[src/rtl/bank_port_arbiter_pkg.sv]
// Shared definitions for the feature-memory bank port arbiter.
// Build option: BANK_ARB_FIXED_PRIO_EN selects fixed-priority arbitration.
package bank_arb_pkg;

    typedef enum logic [1:0] {
        RUN     = 2'd0,
        DRAIN   = 2'd1,
        SPI_OWN = 2'd2
    } state_e;

    // Stages between a read grant and its rd_valid pulse
    localparam int unsigned TAG_DEPTH = 2;

    // Width of a requester index; never narrower than one bit
    function automatic int unsigned idx_width(input int unsigned n);
        return (n <= 1) ? 1 : $clog2(n);
    endfunction

endpackage

[src/rtl/bank_port_arbiter_rr_arbiter.sv]
// One-hot request arbiter with index output.
// Default: round-robin with its own pointer (constant 0 when N == 1).
// BANK_ARB_FIXED_PRIO_EN: fixed priority, index 0 highest, no pointer.
module rr_arbiter
    import bank_arb_pkg::*;
#(
    parameter int unsigned N = 2,
    localparam int unsigned IW = idx_width(N)
) (
    input  logic          clk,
    input  logic          rst_n,
    input  logic [N-1:0]  req_i,
    input  logic          enable_i,
    output logic [N-1:0]  gnt_o,
    output logic [IW-1:0] gnt_idx_o
);

    logic [IW-1:0] start;
    logic          found;

    // Pick the first requester at or after the search start, wrapping around
    always_comb begin
        gnt_o     = '0;
        gnt_idx_o = '0;
        found     = 1'b0;
        if (enable_i) begin
            for (int unsigned i = 0; i < N; i++) begin
                for (int unsigned j = 0; j < N; j++) begin
                    if (!found && req_i[j] && ((32'(start) + i) % N == j)) begin
                        found        = 1'b1;
                        gnt_o[j]     = 1'b1;
                        gnt_idx_o    = IW'(j);
                    end
                end
            end
        end
    end

`ifdef BANK_ARB_FIXED_PRIO_EN
    logic unused_clk_rst;
    assign unused_clk_rst = clk ^ rst_n;
    assign start = '0;
`else
    if (N > 1) begin : g_ptr
        logic [IW-1:0] ptr_q, ptr_d;

        // Advance past the winner; hold when nothing is granted
        always_comb begin
            ptr_d = ptr_q;
            if (|gnt_o) begin
                ptr_d = (gnt_idx_o == IW'(N - 1)) ? '0 : gnt_idx_o + 1'b1;
            end
        end

        // Pointer register
        always_ff @(posedge clk or negedge rst_n) begin
            if (!rst_n) ptr_q <= '0;
            else        ptr_q <= ptr_d;
        end

        assign start = ptr_q;
    end else begin : g_no_ptr
        logic unused_clk_rst;
        assign unused_clk_rst = clk ^ rst_n;
        assign start = '0;
    end
`endif

endmodule

[src/rtl/bank_port_arbiter.sv]
// Shares one dual-port feature bank between read requesters (port A) and
// write requesters (port B), with an SPI-loader ownership hand-off.
// Build option: BANK_ARB_FIXED_PRIO_EN (fixed priority in both arbiters).
module bank_port_arbiter
    import bank_arb_pkg::*;
#(
    parameter int unsigned ADDR_WIDTH = 13,
    parameter int unsigned DATA_WIDTH = 8,
    parameter int unsigned NUM_RD     = 3,
    parameter int unsigned NUM_WR     = 2
) (
    input  logic                         clk,
    input  logic                         rst_n,
    input  logic                         spi_req,
    output logic                         spi_ack,
    input  logic [NUM_RD-1:0]            rd_req,
    input  logic [NUM_RD*ADDR_WIDTH-1:0] rd_addr,
    output logic [NUM_RD-1:0]            rd_gnt,
    output logic [NUM_RD-1:0]            rd_valid,
    output logic [DATA_WIDTH-1:0]        rd_data,
    input  logic [NUM_WR-1:0]            wr_req,
    input  logic [NUM_WR*ADDR_WIDTH-1:0] wr_addr,
    input  logic [NUM_WR*DATA_WIDTH-1:0] wr_data,
    output logic [NUM_WR-1:0]            wr_gnt,
    output logic                         mem_csen,
    output logic                         mem_rdena,
    output logic [ADDR_WIDTH-1:0]        mem_addr_a,
    input  logic [DATA_WIDTH-1:0]        mem_data_a,
    output logic                         mem_wrenb,
    output logic [ADDR_WIDTH-1:0]        mem_addr_b,
    output logic [DATA_WIDTH-1:0]        mem_data_b
);

    localparam int unsigned RIW = idx_width(NUM_RD);
    localparam int unsigned WIW = idx_width(NUM_WR);

    typedef struct packed {
        logic           vld;
        logic [RIW-1:0] idx;
    } tag_t;

    state_e                  state_q, state_d;
    tag_t                    tag_q [TAG_DEPTH];
    tag_t                    tag_d;
    logic                    grant_en;
    logic                    pipe_empty;
    logic [RIW-1:0]          rd_idx;
    logic [WIW-1:0]          wr_idx;
    logic [ADDR_WIDTH-1:0]   rd_addr_sel, wr_addr_sel;
    logic [DATA_WIDTH-1:0]   wr_data_sel;
    logic                    rdena_q, wrenb_q;
    logic [ADDR_WIDTH-1:0]   addr_a_q, addr_b_q;
    logic [DATA_WIDTH-1:0]   data_b_q;

    // Grants are also held off while reset is asserted so every output reads 0
    assign grant_en = rst_n && (state_q == RUN) && !spi_req;

    rr_arbiter #(.N(NUM_RD)) u_rd_arb (
        .clk       (clk),
        .rst_n     (rst_n),
        .req_i     (rd_req),
        .enable_i  (grant_en),
        .gnt_o     (rd_gnt),
        .gnt_idx_o (rd_idx)
    );

    rr_arbiter #(.N(NUM_WR)) u_wr_arb (
        .clk       (clk),
        .rst_n     (rst_n),
        .req_i     (wr_req),
        .enable_i  (grant_en),
        .gnt_o     (wr_gnt),
        .gnt_idx_o (wr_idx)
    );

    // Route the winning requester's address/data; zero when nobody wins
    always_comb begin
        rd_addr_sel = '0;
        wr_addr_sel = '0;
        wr_data_sel = '0;
        for (int unsigned i = 0; i < NUM_RD; i++) begin
            if (|rd_gnt && rd_idx == RIW'(i)) rd_addr_sel = rd_addr[i*ADDR_WIDTH +: ADDR_WIDTH];
        end
        for (int unsigned i = 0; i < NUM_WR; i++) begin
            if (|wr_gnt && wr_idx == WIW'(i)) begin
                wr_addr_sel = wr_addr[i*ADDR_WIDTH +: ADDR_WIDTH];
                wr_data_sel = wr_data[i*DATA_WIDTH +: DATA_WIDTH];
            end
        end
    end

    // Bank command registers: one cycle after the grant
    always_ff @(posedge clk or negedge rst_n) begin
        if (!rst_n) begin
            rdena_q  <= 1'b0;
            addr_a_q <= '0;
            wrenb_q  <= 1'b0;
            addr_b_q <= '0;
            data_b_q <= '0;
        end else begin
            rdena_q  <= |rd_gnt;
            addr_a_q <= rd_addr_sel;
            wrenb_q  <= |wr_gnt;
            addr_b_q <= wr_addr_sel;
            data_b_q <= wr_data_sel;
        end
    end

    assign tag_d = '{vld: |rd_gnt, idx: rd_idx};

    // Read tag pipeline: follows each read to the cycle its data returns
    always_ff @(posedge clk or negedge rst_n) begin
        if (!rst_n) begin
            for (int unsigned i = 0; i < TAG_DEPTH; i++) tag_q[i] <= '0;
        end else begin
            tag_q[0] <= tag_d;
            for (int unsigned i = 1; i < TAG_DEPTH; i++) tag_q[i] <= tag_q[i-1];
        end
    end

    // Valid pulse and data for the read whose tag reached the last stage
    always_comb begin
        pipe_empty = 1'b1;
        for (int unsigned i = 0; i < TAG_DEPTH; i++) begin
            if (tag_q[i].vld) pipe_empty = 1'b0;
        end
        rd_valid = '0;
        for (int unsigned i = 0; i < NUM_RD; i++) begin
            rd_valid[i] = tag_q[TAG_DEPTH-1].vld && (tag_q[TAG_DEPTH-1].idx == RIW'(i));
        end
        rd_data = tag_q[TAG_DEPTH-1].vld ? mem_data_a : '0;
    end

    // Ownership state register
    always_ff @(posedge clk or negedge rst_n) begin
        if (!rst_n) state_q <= RUN;
        else        state_q <= state_d;
    end

    // Ownership transitions: drain outstanding reads before handing the bank over
    always_comb begin
        state_d = state_q;
        unique case (state_q)
            RUN:     if (spi_req) state_d = DRAIN;
            DRAIN:   if (pipe_empty) state_d = spi_req ? SPI_OWN : RUN;
            SPI_OWN: if (!spi_req) state_d = RUN;
            default: state_d = RUN;
        endcase
    end

    assign spi_ack    = (state_q == SPI_OWN) && spi_req;
    assign mem_rdena  = rdena_q;
    assign mem_addr_a = addr_a_q;
    assign mem_wrenb  = wrenb_q;
    assign mem_addr_b = addr_b_q;
    assign mem_data_b = data_b_q;
    assign mem_csen   = rdena_q | wrenb_q;

endmodule
[config.mk]
export PLATFORM = sky130hd
export DESIGN_NAME = bank_port_arbiter
export DESIGN_NICKNAME = d
export VERILOG_FILES = /design/src/rtl/bank_port_arbiter_pkg.sv /design/src/rtl/bank_port_arbiter_rr_arbiter.sv /design/src/rtl/bank_port_arbiter.sv
export SDC_FILE = /design/constraint.sdc
export NUM_CORES = 1
export LEC_CHECK = 0
export ABC_AREA = 1
export CAP_MARGIN = 20
export CORE_ASPECT_RATIO = 0.5
export CORE_MARGIN = 3
export CORE_UTILIZATION = 35
export DETAILED_ROUTE_END_ITERATION = 8
export PLACE_DENSITY = 0.8
export SYNTH_ARGS = -nofsm -noshare
export SYNTH_HDL_FRONTEND = slang
export SYNTH_SLANG_ARGS = --single-unit
[constraint.sdc]
create_clock -name clk -period 2.35 [get_ports clk]
set_input_delay 0.5875 -clock clk [delete_from_list [all_inputs] [get_ports clk]]
set_output_delay 0.5875 -clock clk [all_outputs]
set_load 0.01 [all_outputs]
After elaboration in Yosys (flattened, before gate mapping)

Index checks and enable logic that the tools add are counted.

Output and inout port bits: 54
Logic and storage cells: 158
Input bits: 97
Register bits after elaboration: 46

Reduce and logical (&&, ||, !) cells: 58
Div/mod/pow operators: 3
Bitwise logic cells: 2
$add $sub $neg: 5
Mux-type cells: 64
Equality and inequality tests: 15

Operators with widths:

| cell                  | count |
|---|---|
| $logic_not 32->1      | 5 |
| $eq 32x1->1 const B   | 3 |
| $eq 32x2->1 const B   | 3 |
| $mux 13               | 5 |
| $mod 32x2->32 const B | 2 |
| $mux 1                | 40 |
| $logic_and 1x1->1     | 35 |
| $mod 2x2->32 const B  | 1 |
| $mux 2                | 14 |
| $mux 8                | 3 |
| $logic_not 1->1       | 12 |
| $eq 2x1->1 const B    | 3 |
| $eq 2x2->1 const B    | 3 |
| $logic_not 2->1       | 3 |
| $ne 2x2->1 const B    | 3 |
| $pmux 2 s3            | 1 |
| $add 2x1->3 const B   | 1 |
| $add 2x2->3 const B   | 1 |
| $mux 3                | 1 |
| $reduce_and 3->1      | 1 |
| $reduce_or 3->1       | 1 |
| $add 1x1->1 const B   | 2 |
| $add 2x1->2 const B   | 1 |
| $reduce_or 2->1       | 1 |
| 2 further kinds       | 2 |

Longest topological paths before layout

Depth after elaboration: 50
Mapped depth: 14
Gate-level depth less buffers: 13

By module

From an unflattened synthesis, not the netlist that was laid out.

Cell total of the unflattened synthesis: 288
Area, all modules: 2322.2 µm²

By module, submodules not included:

| module                | instances | cells each | sequential area each (µm²) | area each (µm²) |
|---|---|---|---|---|
| bank_port_arbiter     | 1         | 220        | 1076.0                     | 1914.3 |
| rr_arbiter (u_rd_arb) | 1         | 56         | 50.0                       | 339.1 |
| rr_arbiter (u_wr_arb) | 1         | 12         | 25.0                       | 68.8 |

Worst setup path before layout

No wires, ideal clock.

Path type: reg-to-output
Start: register u_rd_arb.g_ptr.ptr_q[0]
End: output rd_gnt[0]
Stages on the path, launching flop included: 11
Path buffers: 1
Path slack: 0.334 ns
Data required time: 1.762 ns
Arrival: 1.429 ns
Cell sequence: dfrtp_1 -> inv_1 -> ha_1 -> nand2_2 -> nand4_1 -> nor2_2 -> nand3b_1 -> nand2_2 -> nand2_4 -> inv_6 -> buf_8

Cells in the longest elaborated chain, start to end: 35
Elaborated cells between the ends (all ways): 46
Those cells by class: add/sub: 2; div: 3; eq/ne: 4; mux: 15; reduce/logical: 22

RTL lines:

| element                                                                | RTL line                           | text |
|---|---|---|
| from (decl)                                                            | bank_port_arbiter_rr_arbiter.sv:45 | `logic [IW-1:0] ptr_q, ptr_d;` |
| from (signal assigned)                                                 | bank_port_arbiter_rr_arbiter.sv:58 | `else ptr_q <= ptr_d;` |
| parallel branches: the longest is 33 deep, another holds $mod 32x2->32 | -                                  |  |
| $mux 1 *                                                               | bank_port_arbiter_rr_arbiter.sv:29 | `if (!found && req_i[j] && ((32'(start) + i) % N == j)) begin` |
| $mux 3 *                                                               | bank_port_arbiter_rr_arbiter.sv:26 | `if (enable_i) begin` |
| to (decl)                                                              | bank_port_arbiter.sv:18            | `output logic [NUM_RD-1:0] rd_gnt,` |

Every way passes the cells marked *. The select of a mux whose other input is x is not followed.

Worst setup path in the final report

Start: register u_rd_arb.g_ptr.ptr_q[0]
End: output rd_gnt[2]

Cells in the longest elaborated chain, start to end: 45
Elaborated cells between the ends (all ways): 59
Those cells by class: add/sub: 2; div: 3; eq/ne: 6; mux: 20; reduce/logical: 28

RTL lines:

| element                                                                | RTL line |
|---|---|
| parallel branches: the longest is 43 deep, another holds $mod 32x2->32 | - |
| $mux 1 *                                                               | bank_port_arbiter_rr_arbiter.sv:29 |
| $mux 3 *                                                               | bank_port_arbiter_rr_arbiter.sv:26 |

Marked as above.

==> metrics.md <==
| Metric | Value |
|---|---|
| Status | `finished, violations left` |
| Failing checks | `negative setup slack` |
| Overall power | `3.257 mW` |
| RSZ-0062 raised after global routing | `yes` |
| Yosys warnings | `0` |
| DR pass1 iterations | `4` |
| Delay-heaviest family, CP | `simple AND/OR/NAND/NOR gates` |
| Seq cells post-synth | `46` |
| Slowest stage delay, CP | `0.43 ns` |
| Wirelength, routed | `between 7000 and 8000 um` |
| Share of post-route cells with drive strength above 1 | `0.2442` |
| Switch Pwr | `approximately 1.1 mW` |
| Via/cell ratio | `4.562` |
| Syn_nets | `318` |
| Nets | `487` |
| Most common cell after layout, fill and taps aside | `clkdlybuf4s50_1` |
| Clk slew on worst S/H paths | `approximately 0.06 ns` |
| Placed Area | `3812 um^2` |
| Library cells used by synthesis | `30` |
| Cell count after synthesis | `219` |
| Flop pwr share | `0.318` |
| CTS buffer count | `5` |
| H-tree Lvls | `2` |
| HP Class | `register to register` |
| Antenna Cells | `0` |
| Placement row count | `19` |
| Cell Area, Synth | `2196 um^2` |
| Slowest-stage cell, CP | `dfrtp_1` |
| Setup crit start kind | `register` |
| Final hold violations | `0` |
| DRT iter0 DRCs | `a little over 70` |
| # DRC | `0` |
| Tmin final | `2.543 ns` |
| Via count | `between 2000 and 2500` |
| Clock network power share | `0.218` |
| I/O pin count | `151` |
| Final Skew | `0.004973 ns` |
| Chip width | `118.0 um` |
| Critical Path Sink Type | `primary output` |
| Sink Count | `46` |
| CORE AREA | `5777 um^2` |
| Initial antenna violation count | `0` |
| DP HPWL | `5568 um` |
| Final non-filler cell total | `~470` |
| Period utilisation layout | `1.082` |
| Pint | `between 2 and 2.5 mW` |
| Slew HR | `0.6229` |
| Area growth, synth to finish | `85.24%` |
| Leak | `just under 2 nW` |
| Fin util | `0.7041` |
| Fmax | `393.2 MHz` |
| Maximum number of pins on one net before global-route repair | `47` |
| # placed instances | `about 460` |
| Critical-path maximum fanout | `4` |
| Routed len/inst | `15.10 um` |
| Clock Path Buffers | `2` |
| Die area | `7318 um^2` |
| Commonest non-fill, non-tap cells in the layout | `clkdlybuf4s50_1 (140), dfrtp_1 (45), nand2_1 (41), nand2_2 (25), a22o_1 (22)` |
| Crit path cell chain | `inv_2, ha_4, nand2_4, nand4_1, nor2_2, buf_4, buf_6, nand4_1, nand2_2, nand2_4, inv_2, buf_6` |
| Total GRT Usage | `0.1830` |
| First-pass GRT wire length | `approximately 11000 um` |
| WP buf/inv | `5` |
| Starting Density | `0.3801` |
| CP Data Arrival Time | `1.96 ns` |
| Mean Syn Cell Area | `between 10 and 15 um^2` |
| Worst slack at placement | `-0.5701 ns` |
| Clock Latency Late Sink | `between 0.2 and 0.3 ns` |
| Seq/Total Area, Yosys | `0.5242` |
| Pwr/cell area | `800.6 nW/um^2` |
| Logic pwr share | `0.463` |
| Gp weighted congestion | `between 0.8 and 0.9` |
| Critical Path RT | `1.76 ns` |
| Fin. max-slew vios | `0` |
| Sw Ratio | `0.3398` |
| Total grt overflow | `0` |
| Final instance area | `4068 um^2` |
| Root Buffer | `clkbuf_16` |
| CP Class | `register to primary output` |
| TritonCTS clock tree | `built` |
| Worst slew pin tran | `0.5656 ns` |
| Peak supply drop | `0.3876 mV` |
| Final setup violation count | `3` |
| Chip Height | `62.01 um` |
| Number of port buffers | `150` |
| Max_cap viols | `0` |
| Post-route setup slack | `-0.1935 ns` |
| Final ANT Viol Nets | `0` |
| Vias in the first global route | `~2200` |
## cell families (layout without fill, tap and decap cells)
| logic type | after synthesis | in the layout | synth area share |
|---|---|---|---|
| buf+inv | 36 | 206 | 0.08889 |
| compound gates | 28 | 28 | 0.1031 |
| simple gates | 107 | 107 | 0.2724 |
| fa+ha+maj | 2 | 2 | 0.01139 |
| flops | 46 | 46 | 0.5242 |
## layout make-up
class / count / area (um^2)
clock inverter: 3 / 23.77
inverter: 28 / 120.1
sequential: 46 / 1152
fill: 404 / 1709
tap: 84 / 105.1
clock buffer: 5 / 125.1
multi-input combinational: 137 / 908.4
timing repair buffer: 170 / 1633
## through the flow
| step | hold slack (ns) | setup TNS, ns |
|---|---|---|
| 6_report | 0.3552 | -0.3909 |
| 5_1_grt | 0.3576 | -0.6672 |
| 4_1_cts | 0.3571 | -0.5710 |
| 3_5_place_dp | 0.3419 | -2.188 |
| 3_3_place_gp | 0.3349 | -1.904 |
| 2_1_floorplan | 0.2919 | 0 |
## Yosys cell counts (all sizes together)
master   n  area share
a22o    22       0.088
nor2    11       0.023
o21ai    2      0.0046
or2      2      0.0057
inv     28       0.055
a21oi    1      0.0023
dfrtp   46        0.52
o22ai    1      0.0029
buf      7       0.032
nand4    5       0.014
nand3   16       0.063
ha       2       0.011
nor3     3       0.012
nand3b   1      0.0034
a31oi    2      0.0057
nand2   69        0.15
clkbuf   1      0.0017
## sequential cells by signal, summed over array words and instances, names as in the netlist
signal / flops
mem_addr_a: 13
mem_addr_b: 13
mem_data_b: 8
tag_q: 6
state_q: 2
u_rd_arb.g_ptr.ptr_q: 2
mem_wrenb: 1
u_wr_arb.g_ptr.ptr_q: 1
## timing repair
item / 4_1_cts / 5_1_grt
setup buffers: 5 / 3
hold buffers: 0 / 0
gates resized for setup: 16 / 25
pin swaps: 2 / 10
gates cloned: 0 / 0
endpoints found under the setup margin: 6 / 7
## worst paths after layout
kind | depth (start not counted) | from | slack (ns) | endpoint
worst max-delay path | 12 | u_rd_arb.g_ptr.ptr_q[0] | -0.19 | rd_gnt[2]
worst min-delay path | 0 | tag_q[4] | 0.36 | tag_q[1]
worst max register to register | 14 | u_rd_arb.g_ptr.ptr_q[0] | 0.31 | mem_addr_a[2]
worst min register to register | 0 | tag_q[4] | 0.36 | tag_q[1]
max in group asynchronous | 2 | rst_n | 1.51 | tag_q[2]
min in group asynchronous | 2 | rst_n | 0.44 | mem_addr_a[5]
## power groups by stage
stage          combinational (mW)  sequential [mW]  clock [mW]
6_report                     1.51             1.04       0.711
5_1_grt                      1.62             1.05       0.756
4_1_cts                      1.37             1.03       0.719
3_5_place_dp                 1.26             1.04           0
3_3_place_gp                 1.20             1.03           0
2_1_floorplan               0.597             1.06           0
## routing by layer
metal | vias to the layer above | GRT usage | share of wire
met2 | 65 | 0.3866 | 0.57
met1 | 1031 | 0.1981 | 0.37
li1 | 1049 | - | -
met3 | 13 | 0.03436 | 0.038
met4 | 0 | 0.04500 | 0.019
met5 | - | 0 | 0
Note: power is estimated with default switching activity, not from simulation.
